**src/rtl/sram_fifo_ctrl.sv**
```systemverilog
// sram_fifo_ctrl: synchronous FIFO controller for a dual-port asynchronous SRAM.
// The write side registers address/data/enable straight into the SRAM; the
// read side forces an SRAM refresh by changing mem_addr_r before every read
// and captures the result into a registered output head (out_data).
// Total capacity is RAM_DEPTH words in memory plus one in the head register.
module sram_fifo_ctrl #(
  parameter int DATA_WIDTH = 16,
  parameter int ADDR_WIDTH = 8
) (
  input  logic                  clk,
  input  logic                  rst,
  input  logic                  in_valid,
  output logic                  in_ready,
  input  logic [DATA_WIDTH-1:0] in_data,
  output logic                  out_valid,
  input  logic                  out_ready,
  output logic [DATA_WIDTH-1:0] out_data,
  output logic [ADDR_WIDTH:0]   count,
  output logic [ADDR_WIDTH-1:0] mem_addr_w,
  output logic [DATA_WIDTH-1:0] mem_data_w,
  output logic                  mem_we,
  output logic [ADDR_WIDTH-1:0] mem_addr_r,
  input  logic [DATA_WIDTH-1:0] mem_data_r
);

  localparam int                RAM_DEPTH = 1 << ADDR_WIDTH;
  localparam logic [ADDR_WIDTH:0] DEPTH_C = (ADDR_WIDTH + 1)'(RAM_DEPTH);

  typedef enum logic [1:0] {
    ST_IDLE,
    ST_FETCH,
    ST_HOLD
  } state_t;

  state_t                r_state;
  logic [ADDR_WIDTH-1:0] r_wr_ptr;
  logic [ADDR_WIDTH-1:0] r_rd_ptr;
  logic [ADDR_WIDTH:0]   r_mem_used;   // slots allocated by accepted writes
  logic [ADDR_WIDTH:0]   r_mem_avail;  // slots whose write has been committed
  logic                  r_out_valid;
  logic [DATA_WIDTH-1:0] r_out_data;
  logic [ADDR_WIDTH-1:0] r_mem_addr_w;
  logic [DATA_WIDTH-1:0] r_mem_data_w;
  logic                  r_mem_we;
  logic [ADDR_WIDTH-1:0] r_mem_addr_r;

  logic w_accept;
  logic w_fetch;
  logic w_avail_nz;

  assign in_ready   = (r_mem_used < DEPTH_C);
  assign w_accept   = in_valid & in_ready;
  assign w_fetch    = (r_state == ST_FETCH);
  assign w_avail_nz = (r_mem_avail != '0);

  assign out_valid  = r_out_valid;
  assign out_data   = r_out_data;
  assign count      = r_mem_used + (ADDR_WIDTH + 1)'(r_out_valid);
  assign mem_addr_w = r_mem_addr_w;
  assign mem_data_w = r_mem_data_w;
  assign mem_we     = r_mem_we;
  assign mem_addr_r = r_mem_addr_r;

  // Write port: register each accepted word into the SRAM for exactly one cycle.
  always_ff @(posedge clk) begin
    // NOTE: sequential state uses non-blocking assignments so every register
    // samples the pre-edge values of its neighbours, independent of block order.
    if (rst) begin
      r_mem_we     <= 1'b0;
      r_mem_addr_w <= '0;
      r_mem_data_w <= '0;
      r_wr_ptr     <= '0;
    end else if (w_accept) begin
      r_mem_we     <= 1'b1;
      r_mem_addr_w <= r_wr_ptr;
      r_mem_data_w <= in_data;
      r_wr_ptr     <= r_wr_ptr + 1'b1;
    end else begin
      r_mem_we     <= 1'b0;
    end
  end

  // Occupancy: allocation on accept, commit one edge after mem_we, release on FETCH.
  always_ff @(posedge clk) begin
    // NOTE: only the control registers are reset; the SRAM array lives outside
    // this block and keeps its contents, which is safe because mem_avail gates
    // every read to slots written since reset.
    if (rst) begin
      r_mem_used  <= '0;
      r_mem_avail <= '0;
    end else begin
      r_mem_used  <= r_mem_used + (ADDR_WIDTH + 1)'(w_accept)
                                - (ADDR_WIDTH + 1)'(w_fetch);
      r_mem_avail <= r_mem_avail + (ADDR_WIDTH + 1)'(r_mem_we)
                                 - (ADDR_WIDTH + 1)'(w_fetch);
    end
  end

  // Read FSM: present the address, capture the refreshed data, then hold the head.
  always_ff @(posedge clk) begin
    if (rst) begin
      r_state      <= ST_IDLE;
      r_out_valid  <= 1'b0;
      r_out_data   <= '0;
      r_rd_ptr     <= '0;
      r_mem_addr_r <= '1;
    end else begin
      case (r_state)
        ST_IDLE: begin
          if (w_avail_nz) begin
            r_mem_addr_r <= r_rd_ptr;
            r_state      <= ST_FETCH;
          end
        end
        ST_FETCH: begin
          r_out_data   <= mem_data_r;
          r_out_valid  <= 1'b1;
          r_rd_ptr     <= r_rd_ptr + 1'b1;
          // Park away from the next read slot so the next fetch is a real change.
          r_mem_addr_r <= ~(r_rd_ptr + 1'b1);
          r_state      <= ST_HOLD;
        end
        ST_HOLD: begin
          if (out_ready) begin
            r_out_valid <= 1'b0;
            if (w_avail_nz) begin
              r_mem_addr_r <= r_rd_ptr;
              r_state      <= ST_FETCH;
            end else begin
              r_state      <= ST_IDLE;
            end
          end
        end
        default: r_state <= ST_IDLE;
      endcase
    end
  end

endmodule

```
**config.mk**
```make
export PLATFORM = sky130hd
export DESIGN_NAME = sram_fifo_ctrl
export DESIGN_NICKNAME = d
export VERILOG_FILES = /design/src/rtl/sram_fifo_ctrl.sv
export SDC_FILE = /design/constraint.sdc
export NUM_CORES = 1
export LEC_CHECK = 0
export ABC_AREA = 1
export CAP_MARGIN = 20
export CORE_MARGIN = 2
export CORE_UTILIZATION = 45
export DETAILED_ROUTE_END_ITERATION = 16
export PLACE_DENSITY_LB_ADDON = 0.12
export SLEW_MARGIN = 10
export SYNTH_ARGS = -nofsm -noshare
export SYNTH_HDL_FRONTEND = slang
export SYNTH_SLANG_ARGS = --single-unit
```
**constraint.sdc**
```tcl
create_clock -name clk -period 3.4 [get_ports clk]
set_input_delay 0.68 -clock clk [delete_from_list [all_inputs] [get_ports clk]]
set_output_delay 0.68 -clock clk [all_outputs]
set_load 0.05 [all_outputs]
```
==> impl_results.html <==
<table>
<tr><th>Metric</th><th>Value</th></tr>
<tr><th colspan="2">Finish</th></tr>
<tr><td># diodes</td><td>0</td></tr>
<tr><td>Number of nets in the finished design</td><td>714</td></tr>
<tr><td>Post-Layout Inst Area</td><td>5370 µm²</td></tr>
<tr><td>Final instance count without filler cells</td><td>760</td></tr>
<tr><td>Share of cells above drive strength 1</td><td>5.67%</td></tr>
<tr><td>Number of fill cells</td><td>811</td></tr>
<tr><td>Area added between synthesis and finish</td><td>30.3%</td></tr>
<tr><th colspan="2">Critical path</th></tr>
<tr><td>Most frequent cell on the critical path</td><td>ha_1</td></tr>
<tr><td>Total stage count of the critical path</td><td>5</td></tr>
<tr><td>Critical path's top delay family</td><td>buffers and inverters</td></tr>
<tr><td>Worst Path Max Fanout</td><td>4</td></tr>
<tr><td>Kind of capture point of the worst setup path</td><td>output port</td></tr>
<tr><td>Data required time at the worst endpoint</td><td>2.72 ns</td></tr>
<tr><td>Critical path startpoint category</td><td>register</td></tr>
<tr><td>Depth of the most critical reg-to-reg path</td><td>13</td></tr>
<tr><td>Worst path cell trace</td><td>ha_1, ha_1, nand4_1, xor2_1, clkdlybuf4s50_1</td></tr>
<tr><td>CP Data Arrival Time</td><td>2.24 ns</td></tr>
<tr><td>Cell with the biggest individual delay on the critical path</td><td>clkdlybuf4s50_1</td></tr>
<tr><td>Crit path buf inv count</td><td>1</td></tr>
<tr><td>Worst path max stage delay</td><td>0.81 ns</td></tr>
<tr><td>Classification of the worst setup path</td><td>register to output port</td></tr>
<tr><th colspan="2">Floorplan</th></tr>
<tr><td>Height of the die</td><td>99.7 µm</td></tr>
<tr><td>Width of the die</td><td>99.7 µm</td></tr>
<tr><td>Die area</td><td>9940 µm²</td></tr>
<tr><td>Num rows</td><td>34</td></tr>
<tr><td>Effective utilization at floorplan</td><td>46.8%</td></tr>
<tr><td>Floorplan core area</td><td>8810 µm²</td></tr>
<tr><td>I/O Pins</td><td>96</td></tr>
<tr><th colspan="2">CTS</th></tr>
<tr><td>TritonCTS clock tree</td><td>built</td></tr>
<tr><td>CTS sink cnt</td><td>86</td></tr>
<tr><td>Maximum root-to-sink buffer count</td><td>2</td></tr>
<tr><td>CTS buffer count</td><td>9</td></tr>
<tr><td>Master cell of the clock root buffer</td><td>clkbuf_8</td></tr>
<tr><td>Number of instances resized during post-cts repair</td><td>0</td></tr>
<tr><td>CTS Hold Buffers Added</td><td>0</td></tr>
<tr><td>Clock latency at the later pin of the worst-skew pair</td><td>0.35 ns</td></tr>
<tr><td>CTS HTree Levels</td><td>3</td></tr>
<tr><td>Clk pin slew, worst setup/hold paths</td><td>0.08 ns</td></tr>
<tr><td>Postcts setup bufs</td><td>0</td></tr>
<tr><th colspan="2">STA</th></tr>
<tr><td>Fin. Hold Viols</td><td>0</td></tr>
<tr><td>Unrepaired setup endpoints after global routing</td><td>no</td></tr>
<tr><td>Number of failing setup endpoints in the final timing report</td><td>0</td></tr>
<tr><td>Highest clock frequency the design can meet</td><td>342 MHz</td></tr>
<tr><td>Number of max-slew violations in the final report</td><td>0</td></tr>
<tr><td>Share of the cycle needed by the critical path after routing</td><td>86.0%</td></tr>
<tr><td>Slew at the pin closest to its max-slew limit</td><td>0.533 ns</td></tr>
<tr><td>Shortest period the worst path allows</td><td>2.92 ns</td></tr>
<tr><td>Final clock skew</td><td>0.0158 ns</td></tr>
<tr><td>Worst relative slew slack</td><td>64.4%</td></tr>
<tr><td>Summed negative setup slack over all endpoints</td><td>0 ns</td></tr>
<tr><th colspan="2">Run status</th></tr>
<tr><td>Run status</td><td>finished, final reports clean</td></tr>
<tr><th colspan="2">Route</th></tr>
<tr><td>Drt via density</td><td>4.95</td></tr>
<tr><td>Drt wl/cell</td><td>12.1 µm</td></tr>
<tr><td>DRC violations left</td><td>0</td></tr>
<tr><td>First-iteration detailed-routing DRC count</td><td>130</td></tr>
<tr><td>Total iterations of the first detailed-routing run</td><td>6</td></tr>
<tr><td>Via total after detailed routing</td><td>3,763</td></tr>
<tr><td>DRT Wirelength</td><td>9.17 mm</td></tr>
<tr><td>Post-route ant nets</td><td>0</td></tr>
<tr><th colspan="2">Logic synthesis</th></tr>
<tr><td>Flops &amp; latches, synth</td><td>86</td></tr>
<tr><td>Leading cell type by number of instances after synthesis</td><td>nor2_1</td></tr>
<tr><td>Area of the mapped netlist</td><td>4120 µm²</td></tr>
<tr><td>Synth async-reset ratio</td><td>0%</td></tr>
<tr><td>Post-synth top flop</td><td>dfxtp_1</td></tr>
<tr><td>Leading cell types by count after synthesis</td><td>nor2_1 (99), nand2_1 (89), dfxtp_1 (86)</td></tr>
<tr><td>Cell type with the highest aggregate area in the netlist</td><td>dfxtp_1</td></tr>
<tr><td>Share of the synthesized area in the top cell type</td><td>41.8%</td></tr>
<tr><td>Warning count from the yosys run</td><td>0</td></tr>
<tr><td>Seq/Total Area, Yosys</td><td>41.8%</td></tr>
<tr><td>Synth unique cells</td><td>34</td></tr>
<tr><td>Mapped Cells</td><td>554</td></tr>
<tr><td>EDFF count, synth</td><td>0</td></tr>
<tr><td>Mean cell area of the mapped netlist</td><td>7.44 µm²</td></tr>
<tr><td>Post-synthesis net count</td><td>621</td></tr>
<tr><td>Top cells by area in the synthesized netlist</td><td>dfxtp_1 (42%), nor2_1 (9.0%), ha_1 (8.8%), nand2_1 (8.1%), o21ai_0 (6.4%)</td></tr>
<tr><th colspan="2">Place</th></tr>
<tr><td>Half-perimeter wire length after detailed placement</td><td>6.66 mm</td></tr>
<tr><td>Placed Area</td><td>5150 µm²</td></tr>
<tr><td>IO Port Bufs</td><td>95</td></tr>
<tr><td>Placer's final routability congestion estimate</td><td>0.844</td></tr>
<tr><td>Number of cells in the design after placement</td><td>744</td></tr>
<tr><th colspan="2">Global routing</th></tr>
<tr><td>Via count of the first global-routing pass</td><td>3,700</td></tr>
<tr><td>GRT Overall Usage</td><td>19.3%</td></tr>
<tr><td>Antenna violations before repair</td><td>0</td></tr>
<tr><td>Largest net degree at the start of global routing</td><td>41</td></tr>
<tr><td>First-pass GRT wire length</td><td>15.8 mm</td></tr>
<tr><td>Global route overflow</td><td>0</td></tr>
<tr><th colspan="2">Hold path</th></tr>
<tr><td>Worst Hold Class</td><td>register to register</td></tr>
<tr><td>Instance count along the most critical hold path</td><td>2</td></tr>
<tr><th colspan="2">Power</th></tr>
<tr><td>Switching component of the power</td><td>2.43 mW</td></tr>
<tr><td>Fraction of power consumed by combinational cells</td><td>55.6%</td></tr>
<tr><td>Power density relative to cell area</td><td>950 nW/µm²</td></tr>
<tr><td>Proportion of power drawn by the clock network</td><td>14.9%</td></tr>
<tr><td>Fraction of power spent switching nets</td><td>47.6%</td></tr>
<tr><td>Leakage</td><td>2.40 nW</td></tr>
<tr><td>Internal Pwr Total</td><td>2.67 mW</td></tr>
<tr><td>Power share of the sequential group</td><td>29.5%</td></tr>
<tr><td>Post-layout total power</td><td>5.10 mW</td></tr>
<tr><td>Highest ir drop seen on vdd</td><td>413 µV</td></tr>
<tr><th colspan="2">Run</th></tr>
<tr><td>Max Cap Violations</td><td>0</td></tr>
</table>
## path summary, 6_finish.rpt
kind / start / to / slack [ns]
setup / recovery: r_mem_used[0] / count[8] / 0.48
hold / removal: mem_addr_r[1] / mem_addr_r[1] / 0.48
setup reg to reg: r_state[0] / r_mem_avail[8] / 1.06
hold reg to reg: mem_addr_r[1] / mem_addr_r[1] / 0.48
## power groups by stage
stage,Clock (mW),Combinational (mW),Sequential [mW]
6_report,0.760,2.83,1.51
5_1_grt,0.819,3.18,1.55
4_1_cts,0.782,2.85,1.51
3_5_place_dp,0,2.84,1.53
3_3_place_gp,0,2.78,1.52
2_1_floorplan,0,1.60,2.00
## registers in the layout (all words and copies together), names as in the netlist
register     count
mem_data_w      16
out_data        16
r_mem_avail      9
r_mem_used       9
mem_addr_r       8
mem_addr_w       8
r_rd_ptr         8
r_wr_ptr         8
r_state          2
mem_we           1
out_valid        1
## kinds of logic after synthesis
logic type | Yosys count | share of synthesized area, %
simple gates | 243 | 25.1
fa+ha+maj | 31 | 9.78
buf+inv | 82 | 8.17
compound gates | 102 | 13.1
flops | 86 | 41.8
xor+xnor | 10 | 2.13
## worst reg2reg max path, delay by kind of cell (launching register included)
family          cells  cell delay, ns
flops               1            0.39
buf+inv             3            0.49
fa+ha+maj           2            0.40
compound gates      1            0.15
simple gates        7            0.81
## metrics by stage
step	worst slack (ns)	hold slack [ns]	utilization, %
final	0.477	0.476	61.0
after global routing	0.358	0.514	61.0
after CTS	0.435	0.481	61.0
after detailed placement	0.552	0.457	58.5
after global placement	0.584	0.460	58.5
after floorplan	0.700	0.444	-
## cell type report
cell class | count | area, µm² | area share (%)
inverter | 62 | 233 | 4.33
tap | 108 | 135 | 2.52
timing repair buffer | 102 | 1000 | 18.7
sequential | 86 | 1720 | 32.1
clock inverter | 5 | 63.8 | 1.19
multi-input combinational | 386 | 2060 | 38.4
clock buffer | 11 | 151 | 2.82
## layer usage
metal,global-route usage (%),part of all wire [%],vias up,wire length (µm)
met5,0,0,-,0
met4,6.01,1.0,0,94
met3,5.83,7.1,6,652
met2,33.2,45,99,4140
met1,23.1,47,1692,4280
li1,-,-,1966,-
## placed cells by master (no fill, tap or decap), drive strengths merged
cell type and n:
nor2 103, clkdlybuf4s50 95, nand2 90, dfxtp 86, inv 64, o21ai 53, a21oi 38, nand3 32
ha 29, clkbuf 11, xor2 10, buf 7, or2 5, nand4 4, nor3 4, a211oi 3
nand3b 3, o211ai 3, fa 2, a21boi 1, and3 1, o21a 1, o21bai 1, and2 1
a31oi 1, a311oi 1, bufinv 1, clkinvlp 1, clkinv 1
Power figures use the tool's default switching activity.
